## src/rtl/rf_pkg.sv

```systemverilog
// Shared types and sizes for the register-file writeback scoreboard.
// Related macro: RF_WB_STARVE_GUARD_EN, which enables the long-latency starvation guard in rf_wb_arb.
package rf_pkg;

    localparam int REG_AW = 5;
    localparam int NREG   = 32;
    localparam int DW     = 32;

    typedef logic [REG_AW-1:0] reg_addr_t;

    typedef struct packed {
        logic            valid;
        reg_addr_t       addr;
        logic [DW-1:0]   data;
    } wb_req_t;

endpackage

```

## src/rtl/rf_wb_arb.sv

```systemverilog
// Fixed-priority (ALU first) arbiter for the single register-file write port, with a registered output.
// Defining RF_WB_STARVE_GUARD_EN adds a counter that raises 'starve' after a long-latency result has waited 15 cycles.
module rf_wb_arb
    import rf_pkg::*;
#(
    parameter int DW = rf_pkg::DW
) (
    input  logic              clk,
    input  logic              rst,
    input  logic              alu_valid,
    input  logic [REG_AW-1:0] alu_addr,
    input  logic [DW-1:0]     alu_data,
    input  logic              lng_valid,
    input  logic [REG_AW-1:0] lng_addr,
    input  logic [DW-1:0]     lng_data,
    output logic              lng_ready,
    output logic              starve,
    output logic              rf_wen,
    output logic [REG_AW-1:0] rf_waddr,
    output logic [DW-1:0]     rf_wdata
);

    logic              win_valid;
    logic [REG_AW-1:0] win_addr;
    logic [DW-1:0]     win_data;
    logic              win_write;

    // The ALU result cannot be back-pressured, so it always wins the port.
    assign lng_ready = ~alu_valid;

    always_comb begin
        win_valid = 1'b0;
        win_addr  = '0;
        win_data  = '0;
        if (alu_valid) begin
            win_valid = 1'b1;
            win_addr  = alu_addr;
            win_data  = alu_data;
        end else if (lng_valid) begin
            win_valid = 1'b1;
            win_addr  = lng_addr;
            win_data  = lng_data;
        end
    end

    // Writes to x0 are suppressed, and address and data only move when a write really happens.
    assign win_write = win_valid & (win_addr != '0);

    always_ff @(posedge clk) begin
        if (rst) begin
            rf_wen   <= 1'b0;
            rf_waddr <= '0;
            rf_wdata <= '0;
        end else begin
            rf_wen <= win_write;
            if (win_write) begin
                rf_waddr <= win_addr;
                rf_wdata <= win_data;
            end
        end
    end

`ifdef RF_WB_STARVE_GUARD_EN
    logic [3:0] starve_cnt;

    always_ff @(posedge clk) begin
        if (rst) begin
            starve_cnt <= '0;
        end else if (lng_valid & lng_ready) begin
            starve_cnt <= '0;
        end else if (lng_valid & ~lng_ready & (starve_cnt != 4'hF)) begin
            starve_cnt <= starve_cnt + 4'd1;
        end
    end

    assign starve = (starve_cnt == 4'hF);
`else
    assign starve = 1'b0;
`endif

endmodule

```

## src/rtl/rf_wb_scoreboard.sv

```systemverilog
// Tracks pending long-latency destinations, stalls issue on hazards, and sequences the register-file write port.
// The optional starvation guard is enabled with RF_WB_STARVE_GUARD_EN. It stalls ALU-writing issues so the long-latency unit can drain.
module rf_wb_scoreboard
    import rf_pkg::*;
#(
    parameter int NREG     = rf_pkg::NREG,
    parameter int MAX_PEND = 4,
    parameter int DW       = rf_pkg::DW
) (
    input  logic                      clk,
    input  logic                      rst,
    input  logic                      issue_valid,
    input  logic [REG_AW-1:0]         issue_rs1,
    input  logic [REG_AW-1:0]         issue_rs2,
    input  logic [REG_AW-1:0]         issue_rd,
    input  logic                      issue_wr,
    input  logic                      issue_long,
    output logic                      issue_stall,
    input  logic                      alu_wb_valid,
    input  logic [REG_AW-1:0]         alu_wb_addr,
    input  logic [DW-1:0]             alu_wb_data,
    input  logic                      lng_wb_valid,
    input  logic [REG_AW-1:0]         lng_wb_addr,
    input  logic [DW-1:0]             lng_wb_data,
    output logic                      lng_wb_ready,
    output logic                      rf_wen,
    output logic [REG_AW-1:0]         rf_waddr,
    output logic [DW-1:0]             rf_wdata,
    output logic [$clog2(MAX_PEND):0] pend_cnt
);

    localparam int            CW      = $clog2(MAX_PEND) + 1;
    localparam logic [CW-1:0] CNT_MAX = CW'(MAX_PEND);

    logic [NREG-1:0] pending;
    logic [NREG-1:0] pending_nxt;
    logic [CW-1:0]   cnt_nxt;
    logic            raw;
    logic            waw;
    logic            full;
    logic            guard;
    logic            starve;
    logic            accept;
    logic            set_en;
    logic            clr_en;
    logic            lng_hs;

    // Hazards are checked against registered state only, so a clear takes effect one cycle later.
    always_comb begin
        raw         = pending[issue_rs1] | pending[issue_rs2];
        waw         = issue_wr & pending[issue_rd];
        full        = issue_wr & issue_long & (pend_cnt == CNT_MAX);
        guard       = starve & issue_wr & ~issue_long;
        issue_stall = issue_valid & (raw | waw | full | guard);
    end

    assign accept = issue_valid & ~issue_stall;
    assign set_en = accept & issue_wr & issue_long & (issue_rd != '0);
    assign lng_hs = lng_wb_valid & lng_wb_ready;
    assign clr_en = lng_hs & pending[lng_wb_addr];

    // Set and clear never target the same register, because a WAW hazard stalls the set.
    always_comb begin
        pending_nxt = pending;
        cnt_nxt     = pend_cnt;
        if (clr_en) begin
            pending_nxt[lng_wb_addr] = 1'b0;
        end
        if (set_en) begin
            pending_nxt[issue_rd] = 1'b1;
        end
        pending_nxt[0] = 1'b0;
        if (set_en && !clr_en && (pend_cnt != CNT_MAX)) begin
            cnt_nxt = pend_cnt + 1'b1;
        end else if (clr_en && !set_en) begin
            cnt_nxt = pend_cnt - 1'b1;
        end
    end

    always_ff @(posedge clk) begin
        if (rst) begin
            pending  <= '0;
            pend_cnt <= '0;
        end else begin
            pending  <= pending_nxt;
            pend_cnt <= cnt_nxt;
        end
    end

    rf_wb_arb #(
        .DW (DW)
    ) u_arb (
        .clk       (clk),
        .rst       (rst),
        .alu_valid (alu_wb_valid),
        .alu_addr  (alu_wb_addr),
        .alu_data  (alu_wb_data),
        .lng_valid (lng_wb_valid),
        .lng_addr  (lng_wb_addr),
        .lng_data  (lng_wb_data),
        .lng_ready (lng_wb_ready),
        .starve    (starve),
        .rf_wen    (rf_wen),
        .rf_waddr  (rf_waddr),
        .rf_wdata  (rf_wdata)
    );

endmodule

```

## config.mk

```make
export PLATFORM = sky130hd
export DESIGN_NAME = rf_wb_scoreboard
export DESIGN_NICKNAME = d
export VERILOG_FILES = /design/src/rtl/rf_pkg.sv /design/src/rtl/rf_wb_arb.sv /design/src/rtl/rf_wb_scoreboard.sv
export SDC_FILE = /design/constraint.sdc
export NUM_CORES = 1
export LEC_CHECK = 0
export CORE_AREA = 2 2 117 119
export DETAILED_ROUTE_END_ITERATION = 8
export DIE_AREA = 0 0 119 121
export PLACE_DENSITY_LB_ADDON = 0.1
export SYNTH_ARGS = -nofsm -noshare
export SYNTH_HDL_FRONTEND = slang
export SYNTH_HIERARCHICAL = 1
export SYNTH_SLANG_ARGS = --single-unit
```

## constraint.sdc

```tcl
create_clock -name clk -period 4 [get_ports clk]
set_clock_uncertainty 0.05 [all_clocks]
set_input_delay 0.8 -clock clk [delete_from_list [all_inputs] [get_ports clk]]
set_output_delay 0.8 -clock clk [all_outputs]
set_load 0.02 [all_outputs]
```

==> metrics <==
Post-synth ARST share=0%; gr busiest metal=met2; die area=14400 µm²; Routed WL per cell=20.1 µm; syn_area_per_cell=9.50 µm²; Max Buffers Root-to-Sink=2; CTS root buf=clkbuf_16; Iter 0 DRT Violations=458; CP Cell Sequence=clkdlybuf4s15_2 > buf_4 > mux4_2 > nor2b_1 > nor4_1 > or4_4 > a211oi_2 > buf_4 > nor2b_1 > dlygate4sd2_1; hold depth=2; CP peak stage delay=0.59 ns; die height=121 µm; CP bufs+invs=4; vias in the first global route=4711; outcome=complete, but fails checks; Final setup viols=0; largest net degree at the start of global routing=50; Power per Cell Area=295 nW/µm²; clock slew at the register clock pins of the worst setup and hold paths=0.06 ns; layout cells sized above 1=22.8%; min Tclk post-route=3.91 ns; worst r2r dst=pend_cnt[2]; dpl hpwl=12800 µm; FF-to-FF setup slack=0.62 ns; CP top delay family=buffers and inverters; drt drc=1; failing checks=design-rule violations; critical path class=in2out; first-pass GRT wire length=26200 µm; nets@finish=763; Setup crit end kind=output pin; final setup margin=0.0919 ns; Hold/Removal Path Class=reg2reg; Post-DRT Antenna Nets=0; multi-input logic area=2930 µm²; Final Max Slew Viols=0; Top FF cell, synth=dfxtp_1; Post-Syn Nets=602; Req. time, crit path=3.15 ns; Die X-Extent=119 µm; sequential element share of the synthesized area=30.0%; core area=13100 µm²; GP Congestion=0.924; deepest level of the CTS H-tree=3; Detailed Route WL=17000 µm; Fin. Hold Viols=0; DR vias=4825; hold_buf cts=0; fill count=1228; gr ovfl total=0; post-DR vias/cell=5.70; first drt pass iteration count=9; met1 usage=30.8%; max-cap violations=0; RSZ-0062 raised after global routing=no; worst slew pin tran=0.552 ns; worst skew pair latency=0.34 ns; Total GRT Usage=23.7%; most frequent cells in the layout=129 x clkdlybuf4s50_1, 72 x dfxtp_1, 59 x buf_4; initial core utilization=36.7%; initial antenna violation count=0; slew margin rel.=63.2%; WHS Endpoint=u_arb/rf_wdata[15]; Slowest cell on crit path=or4_4; startpoint class of the critical path=primary input; Yosys Warn Count=6; crit path max fanout=6; cell row count=42; Syn Inst Count=505; post-synthesis cell area=4800 µm²; R2R depth=11; Hold Startpoint=u_arb/rf_wdata[15]; max frequency=0.256 GHz; commonest non-fill, non-tap cell in the layout=clkdlybuf4s50_1; count of flip-flops with a built-in enable after synthesis=0; Netlist cell types=60; met2 GRT Util=38.5%; I/O pins=139; total power=2.02 mW; CTS tree=built; Yosys reg bits=72; worst r2r src=pending[7]; final period utilization=97.7%; # diodes=0; clk sinks=72; IR drop worst, VDD=0.246 mV; Num CTS Buffers=9; worst path arrival time=3.06 ns; buffers added on ports=138; met3 GRT Util=4.75%; Pleak=2.43 nW; Util after Layout=52.4%; area growth from synthesis to layout=42.8%; pre-CTS WS=-0.626 ns; sequential standard cell area=1440 µm²
-- state kept, by name, indices dropped and copies added, names as in the netlist --
signal and flops:
u_arb/rf_wdata 32, u_arb/rf_waddr 5, pend_cnt 3, pending 31, u_arb/rf_wen 1
-- what timing repair did --
| action | 4_1_cts | 5_1_grt |
|---|---|---|
| resized for setup | 19 | 11 |
| pin swaps | 0 | 0 |
| setup endpoints to repair | 2 | 1 |
| setup buffers | 0 | 0 |
| gates cloned | 0 | 0 |
-- report_power, final --
group / total (mW) / switching (mW) / internal (mW) / leakage (nW)
clock network: 0.748 / 0.314 / 0.434 / 0.128
registers: 0.771 / 0.0183 / 0.753 / 0.589
logic: 0.499 / 0.242 / 0.257 / 1.71
-- tightest hold or removal path: stages, from the launching register on --
cell and delay [ns]:
dfxtp_1 0.30, inv_1 0.06, a211oi_2 0.05
-- per-layer routing --
| layer | vias to the layer above | wire [µm] |
|---|---|---|
| met2 | 178 | 7850 |
| met3 | 35 | 1110 |
| met1 | 2341 | 7520 |
| met5 | - | 0 |
| li1 | 2271 | - |
| met4 | 0 | 508 |
-- synthesized netlist by cell type (2+ instances only) --
master | instances | area share [%]
nor2b_1 | 37 | 4.8
inv_1 | 43 | 3.4
nor2_1 | 8 | 0.63
a211oi_2 | 29 | 7.6
nand2_1 | 12 | 0.94
clkbuf_1 | 31 | 2.4
o21ai_0 | 48 | 5.0
a221oi_1 | 2 | 0.37
nand2b_1 | 11 | 1.4
a31oi_1 | 2 | 0.26
or2_2 | 2 | 0.26
buf_6 | 5 | 1.2
dfxtp_1 | 72 | 30
or3_1 | 3 | 0.39
nor4_1 | 11 | 1.4
nor3_1 | 5 | 0.52
a211oi_1 | 5 | 0.78
nor3b_1 | 7 | 1.1
mux2i_1 | 23 | 4.8
o32ai_1 | 7 | 1.3
mux4_2 | 15 | 7.0
and3_1 | 4 | 0.52
nand3b_1 | 5 | 0.78
nand4b_1 | 5 | 0.91
nand4_1 | 4 | 0.52
nand3_1 | 8 | 0.83
buf_12 | 4 | 1.7
a222oi_1 | 32 | 6.7
buf_2 | 7 | 0.73
or3b_2 | 2 | 0.37
mux2_2 | 11 | 2.6
o22ai_1 | 6 | 0.78
a21oi_1 | 6 | 0.63
a22oi_1 | 5 | 0.78
nand4bb_1 | 3 | 0.70
-- worst max path at each step --
stage                        endpoint           start  depth (start not counted)
after global placement    issue_stall    issue_rs2[1]                          9
after detailed placement  issue_stall    issue_rs2[1]                          9
after CTS                 issue_stall    issue_rs1[1]                          9
after global routing      issue_stall    issue_rs1[2]                          9
after floorplan           pend_cnt[2]  lng_wb_addr[0]                         12
final                     issue_stall    issue_rs2[2]                         10
-- stage by stage --
step	area, µm²	instances	hold slack [ns]	TNS [ns]
after floorplan	4800	505	0.435	0
after global routing	6850	847	0.424	0
final	6850	847	0.409	0
after global placement	6570	831	0.397	-2.06
after detailed placement	6570	831	0.399	-2.71
after CTS	6850	847	0.411	0
-- logic make-up after synthesis --
logic type / share of synthesized area, %
AO/OA/AOI/OAI: 26.9
AND/OR/NAND/NOR: 17.9
buffers and inverters: 9.52
flip-flops: 30.0
multiplexers: 15.0
adder cells (fa/ha/maj): 0.417
other: 0.0782
XOR/XNOR: 0.183
-- layout make-up --
class                           count  share of cell area, %
Multi-Input combinational cell    342                   42.8
Tap cell                          176                   3.21
Clock buffer                       11                   3.54
Clock inverter                      5                  0.475
Sequential cell                    72                   21.0
Inverter                           43                   2.35
Timing Repair Buffer              198                   26.6
Note: power is estimated with default switching activity, not from simulation.
